--- src/rtl/midi_decoder.sv ---
// midi_decoder: MIDI 8N1 serial receiver and channel-voice message parser.
// Optional feature macro: MIDI_RUNNING_STATUS_EN (retain running status).
`timescale 1ns/1ps
module midi_decoder #(
    parameter int CLKS_PER_BIT = 3200
) (
    input  logic       clk,
    input  logic       rst,
    input  logic       rx,
    output logic       msg_valid,
    output logic [1:0] msg_type,
    output logic [3:0] channel,
    output logic [6:0] data1,
    output logic [6:0] data2,
    output logic       framing_err
);

    localparam int CNT_W = $clog2(CLKS_PER_BIT);
    localparam logic [CNT_W-1:0] CNT_BIT  = CNT_W'(CLKS_PER_BIT - 1);
    localparam logic [CNT_W-1:0] CNT_HALF = CNT_W'(CLKS_PER_BIT / 2 - 1);
    localparam logic [CNT_W-1:0] CNT_ONE  = CNT_W'(1);

    localparam logic [1:0] TYPE_NOTE_OFF = 2'd0;
    localparam logic [1:0] TYPE_NOTE_ON  = 2'd1;
    localparam logic [1:0] TYPE_PROGRAM  = 2'd2;

    typedef enum logic [2:0] {
        U_IDLE,
        U_START,
        U_DATA,
        U_STOP,
        U_BREAK
    } uart_state_e;

    typedef enum logic [1:0] {
        P_WAIT_STATUS,
        P_WAIT_D1,
        P_WAIT_D2
    } parse_state_e;

    // Synchronizer
    logic rx_meta_q;
    logic rx_sync_q;

    // UART receiver
    uart_state_e      u_state_q, u_state_d;
    logic [CNT_W-1:0] cnt_q, cnt_d;
    logic [2:0]       bit_q, bit_d;
    logic [7:0]       shift_q, shift_d;
    logic             byte_stb;
    logic [7:0]       rx_byte;

    // Parser
    parse_state_e p_state_q, p_state_d;
    logic [7:0]   status_q, status_d;
    logic         len2_q, len2_d;
    logic [6:0]   d1_q, d1_d;

    // Byte classes and completion helpers
    logic       is_rt;
    logic       is_sys;
    logic       is_chan;
    logic       is_data;
    logic       done;
    logic [6:0] cmp_d1;
    logic [6:0] cmp_d2;

    // Registered outputs
    logic       msg_valid_q, msg_valid_d;
    logic [1:0] msg_type_q, msg_type_d;
    logic [3:0] channel_q, channel_d;
    logic [6:0] data1_q, data1_d;
    logic [6:0] data2_q, data2_d;
    logic       framing_err_q, framing_err_d;

    // Two-flop synchronizer for the asynchronous serial line; idles high.
    always_ff @(posedge clk) begin
        if (rst) begin
            rx_meta_q <= 1'b1;
            rx_sync_q <= 1'b1;
        end else begin
            rx_meta_q <= rx;
            rx_sync_q <= rx_meta_q;
        end
    end

    // UART next state: half-bit start check, then one sample per bit period.
    always_comb begin
        u_state_d     = u_state_q;
        cnt_d         = cnt_q;
        bit_d         = bit_q;
        shift_d       = shift_q;
        byte_stb      = 1'b0;
        framing_err_d = 1'b0;
        unique case (u_state_q)
            U_IDLE: begin
                cnt_d = '0;
                if (!rx_sync_q) begin
                    u_state_d = U_START;
                end
            end
            U_START: begin
                if (cnt_q == CNT_HALF) begin
                    cnt_d     = '0;
                    bit_d     = '0;
                    u_state_d = rx_sync_q ? U_IDLE : U_DATA;
                end else begin
                    cnt_d = cnt_q + CNT_ONE;
                end
            end
            U_DATA: begin
                if (cnt_q == CNT_BIT) begin
                    cnt_d   = '0;
                    shift_d = {rx_sync_q, shift_q[7:1]};
                    if (bit_q == 3'd7) begin
                        u_state_d = U_STOP;
                    end else begin
                        bit_d = bit_q + 3'd1;
                    end
                end else begin
                    cnt_d = cnt_q + CNT_ONE;
                end
            end
            U_STOP: begin
                if (cnt_q == CNT_BIT) begin
                    cnt_d = '0;
                    if (rx_sync_q) begin
                        byte_stb  = 1'b1;
                        u_state_d = U_IDLE;
                    end else begin
                        framing_err_d = 1'b1;
                        u_state_d     = U_BREAK;
                    end
                end else begin
                    cnt_d = cnt_q + CNT_ONE;
                end
            end
            U_BREAK: begin
                cnt_d = '0;
                if (rx_sync_q) begin
                    u_state_d = U_IDLE;
                end
            end
            default: begin
                u_state_d = U_IDLE;
            end
        endcase
    end

    // UART state, counters and shift register.
    always_ff @(posedge clk) begin
        if (rst) begin
            u_state_q <= U_IDLE;
            cnt_q     <= '0;
            bit_q     <= '0;
            shift_q   <= '0;
        end else begin
            u_state_q <= u_state_d;
            cnt_q     <= cnt_d;
            bit_q     <= bit_d;
            shift_q   <= shift_d;
        end
    end

    assign rx_byte = shift_q;

    // Classify the received byte; the four classes are mutually exclusive.
    always_comb begin
        is_rt   = &rx_byte[7:3];
        is_sys  = (rx_byte[7:4] == 4'hF) && !rx_byte[3];
        is_chan = rx_byte[7] && (rx_byte[7:4] != 4'hF);
        is_data = !rx_byte[7];
    end

    // Parser next state and message assembly on each received byte.
    always_comb begin
        p_state_d   = p_state_q;
        status_d    = status_q;
        len2_d      = len2_q;
        d1_d        = d1_q;
        done        = 1'b0;
        cmp_d1      = '0;
        cmp_d2      = '0;
        msg_valid_d = 1'b0;
        msg_type_d  = msg_type_q;
        channel_d   = channel_q;
        data1_d     = data1_q;
        data2_d     = data2_q;
        if (byte_stb) begin
            unique case (1'b1)
                is_rt: begin
                end
                is_sys: begin
                    p_state_d = P_WAIT_STATUS;
                    status_d  = '0;
                    len2_d    = 1'b0;
                end
                is_chan: begin
                    p_state_d = P_WAIT_D1;
                    status_d  = rx_byte;
                    len2_d    = (rx_byte[7:4] != 4'hC) &&
                                (rx_byte[7:4] != 4'hD);
                end
                is_data: begin
                    unique case (p_state_q)
                        P_WAIT_STATUS: begin
                        end
                        P_WAIT_D1: begin
                            if (len2_q) begin
                                d1_d      = rx_byte[6:0];
                                p_state_d = P_WAIT_D2;
                            end else begin
                                done   = 1'b1;
                                cmp_d1 = rx_byte[6:0];
                            end
                        end
                        P_WAIT_D2: begin
                            done   = 1'b1;
                            cmp_d1 = d1_q;
                            cmp_d2 = rx_byte[6:0];
                        end
                        default: begin
                            p_state_d = P_WAIT_STATUS;
                        end
                    endcase
                end
                default: begin
                end
            endcase
        end
        if (done) begin
            unique case (status_q[7:4])
                4'h8: begin
                    msg_valid_d = 1'b1;
                    msg_type_d  = TYPE_NOTE_OFF;
                    data2_d     = cmp_d2;
                end
                4'h9: begin
                    msg_valid_d = 1'b1;
                    msg_type_d  = (cmp_d2 != 7'd0) ? TYPE_NOTE_ON
                                                   : TYPE_NOTE_OFF;
                    data2_d     = cmp_d2;
                end
                4'hC: begin
                    msg_valid_d = 1'b1;
                    msg_type_d  = TYPE_PROGRAM;
                    data2_d     = '0;
                end
                default: begin
                end
            endcase
            if (msg_valid_d) begin
                channel_d = status_q[3:0];
                data1_d   = cmp_d1;
            end
`ifdef MIDI_RUNNING_STATUS_EN
            p_state_d = P_WAIT_D1;
`else
            p_state_d = P_WAIT_STATUS;
            status_d  = '0;
            len2_d    = 1'b0;
`endif
        end
    end

    // Parser state and running status.
    always_ff @(posedge clk) begin
        if (rst) begin
            p_state_q <= P_WAIT_STATUS;
            status_q  <= '0;
            len2_q    <= 1'b0;
            d1_q      <= '0;
        end else begin
            p_state_q <= p_state_d;
            status_q  <= status_d;
            len2_q    <= len2_d;
            d1_q      <= d1_d;
        end
    end

    // Output fields load only with a message; strobes last one cycle.
    always_ff @(posedge clk) begin
        if (rst) begin
            msg_valid_q   <= 1'b0;
            msg_type_q    <= '0;
            channel_q     <= '0;
            data1_q       <= '0;
            data2_q       <= '0;
            framing_err_q <= 1'b0;
        end else begin
            msg_valid_q   <= msg_valid_d;
            msg_type_q    <= msg_type_d;
            channel_q     <= channel_d;
            data1_q       <= data1_d;
            data2_q       <= data2_d;
            framing_err_q <= framing_err_d;
        end
    end

    assign msg_valid   = msg_valid_q;
    assign msg_type    = msg_type_q;
    assign channel     = channel_q;
    assign data1       = data1_q;
    assign data2       = data2_q;
    assign framing_err = framing_err_q;

endmodule

--- config.mk ---
export PLATFORM = sky130hd
export DESIGN_NAME = midi_decoder
export DESIGN_NICKNAME = d
export VERILOG_FILES = /design/src/rtl/midi_decoder.sv
export SDC_FILE = /design/constraint.sdc
export NUM_CORES = 1
export LEC_CHECK = 0
export BUFFER_PORTS_ARGS = -buffer_cell sky130_fd_sc_hd__buf_2
export CAP_MARGIN = 30
export CELL_PAD_IN_SITES_DETAIL_PLACEMENT = 0
export CELL_PAD_IN_SITES_GLOBAL_PLACEMENT = 1
export CORE_ASPECT_RATIO = 1.1
export CORE_MARGIN = 2
export CORE_UTILIZATION = 49
export CTS_CLUSTER_DIAMETER = 100
export CTS_CLUSTER_SIZE = 10
export DETAILED_ROUTE_END_ITERATION = 10
export GPL_TIMING_DRIVEN = 1
export PLACE_DENSITY = 0.92
export SKIP_LAST_GASP = 1
export SYNTH_ARGS = -nofsm -noshare
export SYNTH_HDL_FRONTEND = slang
export SYNTH_SLANG_ARGS = --single-unit
--- constraint.sdc ---
create_clock -name clk -period 3.99 [get_ports clk]
set_input_delay 0.399 -clock clk [delete_from_list [all_inputs] [get_ports clk]]
set_output_delay 0.399 -clock clk [all_outputs]
set_load 0.03 [all_outputs]
Word-level counts from Yosys, hierarchy flattened
Index checks and enable logic that the tools add are counted.
{"block": "totals", "reg_bits": 68, "wordCells": 120}
{"block": "op_classes", "n_addsub": 2, "eq_ne": 25, "n_mux": 42, "bitwise": 4, "reduce_logical": 31}
{"cell": "7-bit 2-to-1 mux", "n": 6}
{"cell": "12-bit one-hot mux with 3 select lines", "n": 1}
{"cell": "3-bit 2-to-1 mux", "n": 10}
{"cell": "7-bit one-hot mux with 2 select lines", "n": 2}
{"cell": "12-bit 2-to-1 mux", "n": 2}
{"cell": "4-bit == test, second input constant", "n": 4}
{"cell": "4-bit inequality test, second input constant", "n": 4}
{"cell": "8-bit one-hot mux with 2 select lines", "n": 1}
{"cell": "3-bit one-hot mux with 5 select lines", "n": 1}
{"cell": "2-bit inequality test, second input constant", "n": 7}
{"cell": "12-bit by 1-bit adder with 12-bit output, second input constant", "n": 1}
{"cell": "12-bit by 11-bit == test with 1-bit output, second input constant", "n": 1}
{"cell": "12-bit == test, second input constant", "n": 1}
{"cell": "2-bit one-hot mux with 3 select lines", "n": 2}
{"cell": "4-bit AND reduction", "n": 3}
{"cell": "2-bit OR reduction", "n": 6}
{"cell": "1-bit 2-to-1 mux", "n": 10}
{"cell": "2-bit AND reduction", "n": 5}
{"cell": "3-bit nonzero test", "n": 3}
{"cell": "7-bit nonzero test", "n": 1}
{"cell": "3-bit by 2-bit == test with 1-bit output, second input constant", "n": 2}
{"cell": "3-bit == test, second input constant", "n": 2}
{"cell": "2-bit 2-to-1 mux", "n": 3}
{"cell": "3-bit one-hot mux with 2 select lines", "n": 1}
{"cell": "other kinds (15)", "n": 25}

Longest topological paths before layout
{"block": "depth", "depth_word": 7, "mapped_depth": 9, "depth_no_buf": 6}

Worst setup path after synthesis
Ideal clock, no wire load.
{"block": "synth_path", "path_kind": "reg2reg", "start": "register u_state_q[0]", "end": "register bit_q[0]", "setup_time_ns": 0.121, "t_arrival_ns": 1.837, "required_ns": 3.869, "setup_slack_ns": 2.032, "stages_incl_launch_ff": 7, "path_buffers": 2, "cell_sequence": "dfxtp_1 buf_6 or3b_1 buf_2 or4_4 a21oi_4 mux2_4"}
{"block": "synth_via", "elab_chain_len": 3}
{"item": "from (decl)", "line": "46", "text": "uart_state_e u_state_q, u_state_d;"}
{"item": "from (signal assigned)", "line": "158", "text": "u_state_q <= u_state_d;"}
{"item": "3-bit by 2-bit == test with 1-bit output or 3-bit by 1-bit == test with 1-bit output (tied branches)", "line": "95", "text": "unique case (u_state_q)"}
{"item": "2-bit inequality test (no line) or 2-bit nonzero test (tied branches)"}
{"item": "4-bit AND reduction (no line)"}
{"item": "to (signal assigned)", "line": "160", "text": "bit_q <= bit_d;"}
{"item": "to (decl)", "line": "48", "text": "logic [2:0] bit_q, bit_d;"}
Several ways; a longest one is shown, not always the timed one.
A chain may end at the register's enable or synchronous reset.

Final worst setup path
{"block": "layout_path", "start": "register cnt_q[0]", "end": "register data1_q[4] (netlist: data1[4])"}
{"block": "layout_via", "elab_chain_len": 5}
{"item": "from (decl)", "line": "47", "text": "logic [CNT_W-1:0] cnt_q, cnt_d;"}
{"item": "from (signal assigned)", "line": "159", "text": "cnt_q <= cnt_d;"}
{"item": "12-bit == test *", "line": "125", "text": "if (cnt_q == CNT_BIT) begin"}
{"item": "1-bit 2-to-1 mux *", "line": "125"}
{"item": "1-bit 2-to-1 mux *", "line": "95"}
{"item": "1-bit 2-to-1 mux", "line": "189", "text": "if (byte_stb) begin"}
{"item": "2-bit AND reduction (no line)"}
{"item": "to (signal assigned)", "line": "294", "text": "data1_q <= data1_d;"}
{"item": "to (decl)", "line": "72", "text": "logic [6:0] data1_q, data1_d;"}
Every way passes the cells marked *; elsewhere a longest branch is shown, timed or not.

==> metrics.md <==
| Metric | Value |
|---|---|
| Global Route Usage Sum | 22.3% |
| ANT nets after route | 0 |
| Slew Limit Fails | 0 |
| Switching Share | a little over 20% |
| Share of post-route cells with drive strength above 1 | 12.5% |
| Clock transition at path regs | 70 ps |
| Clk Latency, worst-skew pair | about 350 ps |
| Vias in the first global route | about 2800 |
| Max_slew headroom | 38.2% |
| Synth Flop Type | dfxtp_1 |
| Static Leak | 0.00117 uW |
| CP arrival | roughly 2800 ps |
| P_sw | ~280 uW |
| Final Hold Viols | 0 |
| H-tree Lvls | 3 |
| Register share of total power | between 50% and 60% |
| Post-place setup slack | 1490 ps |
| Synthesized area | between 3000 and 4000 um^2 |
| Final nets | 404 |
| Worst slew pin tran | slightly above 900 ps |
| Post-DR wirelength/cell | between 15 and 20 um |
| Yosys cell types | 53 |
| DRC Markers | 0 |
| Area Growth Syn to Fin | 8.87% |
| Cell Pwr Density | ~370 nW/um^2 |
| Post-synth EDFFs | 0 |
| First-pass GRT wire length | approximately 14000 um |
| FMAX | 390 MHz |
| Comb pwr share | ~1.1% |
| Clk buf depth | 2 |
| First drt pass iteration count | 4 |
| Row count | 31 |
| Via count | around 3100 |
| Initial antenna violation count | 0 |
| Fin crit share | ~64% |
| Die Y | a little over 90 um |
| Dpl hpwl | approximately 5500 um |
| Area of the core | around 6600 um^2 |
| Synth Register Bits | 68 |
| Vias/cell | around 6.5 |
| Initial Util | ~50% |
| R2r worst-path depth | 6 |
| Setup violators final | 0 |
| CP required | approximately 4300 ps |
| DRT iter0 DRCs | 247 |
| Worst setup margin | ~1400 ps |
| VDD IR max | between 0.0002 and 0.00025 V |
| Crit path launch type | flip-flop |
| CTS Buf Count | 9 |
| Status | completed |
| Mapped Nets | 410 |
| Sequential-to-total area share from yosys stat | about 40% |
| Pint | 1080 uW |
| Routed Wire Length | between 8000 and 9000 um |
| Die Span X | roughly 83 um |
| Hold-fix buffer count after cts | 0 |
| Setup Skew | between 9 and 10 ps |
| Hold Path Class | in2reg |
| Max_cap viols | 0 |
| Fillcell total | 620 |
| GRT Residual Overflow | 0 |
| Syn Inst Count | 402 |
| Syn avg cell area | about 8.5 um^2 |
| Crit-path max FO | 25 |
| Fin util | a little under three fifths |
| Post-cts resize count | 0 |
| Post-CTS setup buffers | 0 |
| Syn. warnings | 0 |
| PortBufs | 24 |
| Fin crit period | around 2600 ps |
| CTS sink cnt | just under 70 |
| CTS Root Cell | clkbuf_8 |
| Crit path capture type | flip-flop |
| Largest net degree at the start of global routing | 53 |
| Setup TNS Final | 0 ps |
| CTS tree | yes |
| Hold depth | 2 |
| ANT cells | 0 |
| Io pins | 25 |
| RD Place Congestion | approximately 0.81 |
| Post-synth ARST share | 0% |
| Die ar. | ~7600 um^2 |
| RSZ-0062 raised after global routing | no |
| CP Class | reg2reg |
| Clk pwr share | about half |
| Hold WS | 235 ps |
sequential cells by signal, indices dropped and copies added, names as in the netlist, 2 cells and up:
signal and count:
d1_q 7, msg_type 2, rx_byte 8, bit_q 3
data1 7, u_state_q 3, status_q 8, data2 7
cnt_q 12, channel 4, p_state_q 2
final timing paths:
check	start	endpoint	slack [ps]
worst max-delay path	cnt_q[0]	data1[4]	1430
worst min register to register	rx_meta_q	rx_sync_q	420
worst min-delay path	rx	rx_meta_q	230
worst max register to register	cnt_q[0]	data1[4]	1430
power groups by stage:
stage | Combinational (uW) | Clock (uW) | Sequential, uW
finish | 15.4 | 665 | 682
global route | 17.0 | 700 | 682
CTS | 15.2 | 671 | 682
detailed placement | 15.1 | 0 | 698
global placement | 15.1 | 0 | 698
floorplan | 14.2 | 0 | 696
layout make-up:
class	instances	area (um^2)	share of cell area [%]
clock inverters	4	70.1	1.89
clock buffers	12	165	4.46
flip-flops and latches	68	1360	36.8
well taps	82	103	2.77
multi-input cells	287	1840	49.8
repair buffers	28	150	4.06
inverters	2	7.51	0.203
Yosys cell counts, drive strengths merged (7+ instances only):
master / number / area [um^2]
nor4: 11 / 68.8
dfxtp: 68 / 1360
nor3: 19 / 95.1
nand3: 22 / 110
nand4: 29 / 181
nor2: 7 / 26.3
o31ai: 14 / 105
clkbuf: 35 / 131
buf: 10 / 55.1
o21ai: 25 / 125
nand2: 12 / 45.0
a21oi: 45 / 236
nor4b: 7 / 61.3
per-stage QoR:
stage	cells	instance area (um^2)	power, uW
floorplan	402	3400	710
global placement	467	3470	713
detailed placement	467	3470	713
CTS	483	3700	1370
global route	483	3700	1400
finish	483	3700	1360
metal layers:
metal,routed length [um],global-route usage (%),vias to the layer above
met4,154,7.80,0
met2,3970,36.0,88
li1,-,-,1521
met3,377,4.09,14
met5,0,0,-
met1,3950,29.9,1501
layout by cell type, fill, tap and decap left out, types with 3 or more instances in the layout:
master,instances
nor2b_1,3
clkbuf_8,12
nand3b_1,6
nor4_1,11
dfxtp_1,68
nand4b_1,4
o31ai_1,14
a31oi_1,6
a21oi_1,44
and4b_1,3
o211ai_1,3
buf_2,24
nor2_1,7
nand3_1,22
and3b_1,3
and4_1,3
mux2i_1,4
xnor2_1,3
nand2_1,12
nand4_1,29
ha_1,5
xor2_1,6
or4_1,5
o21ai_0,24
a22o_1,6
a211oi_1,3
and2_1,3
nor4b_1,7
nand2b_1,6
buf_4,4
nor3_1,19
cells by family after synthesis:
family	Yosys count	share of synthesized area, %
fa+ha+maj	5	1.84
simple gates	152	27.4
compound gates	116	21.1
mux	5	1.62
flops	68	40.0
xor+xnor	9	2.32
buf+inv	47	5.70
critical path, cell delays in order (launching register included):
cell,delay [ps]
dfxtp_1,390
ha_1,220
and4_1,330
and4_1,790
buf_4,400
a31oi_1,120
nor3_1,220
(Power assumes the default switching activity.)
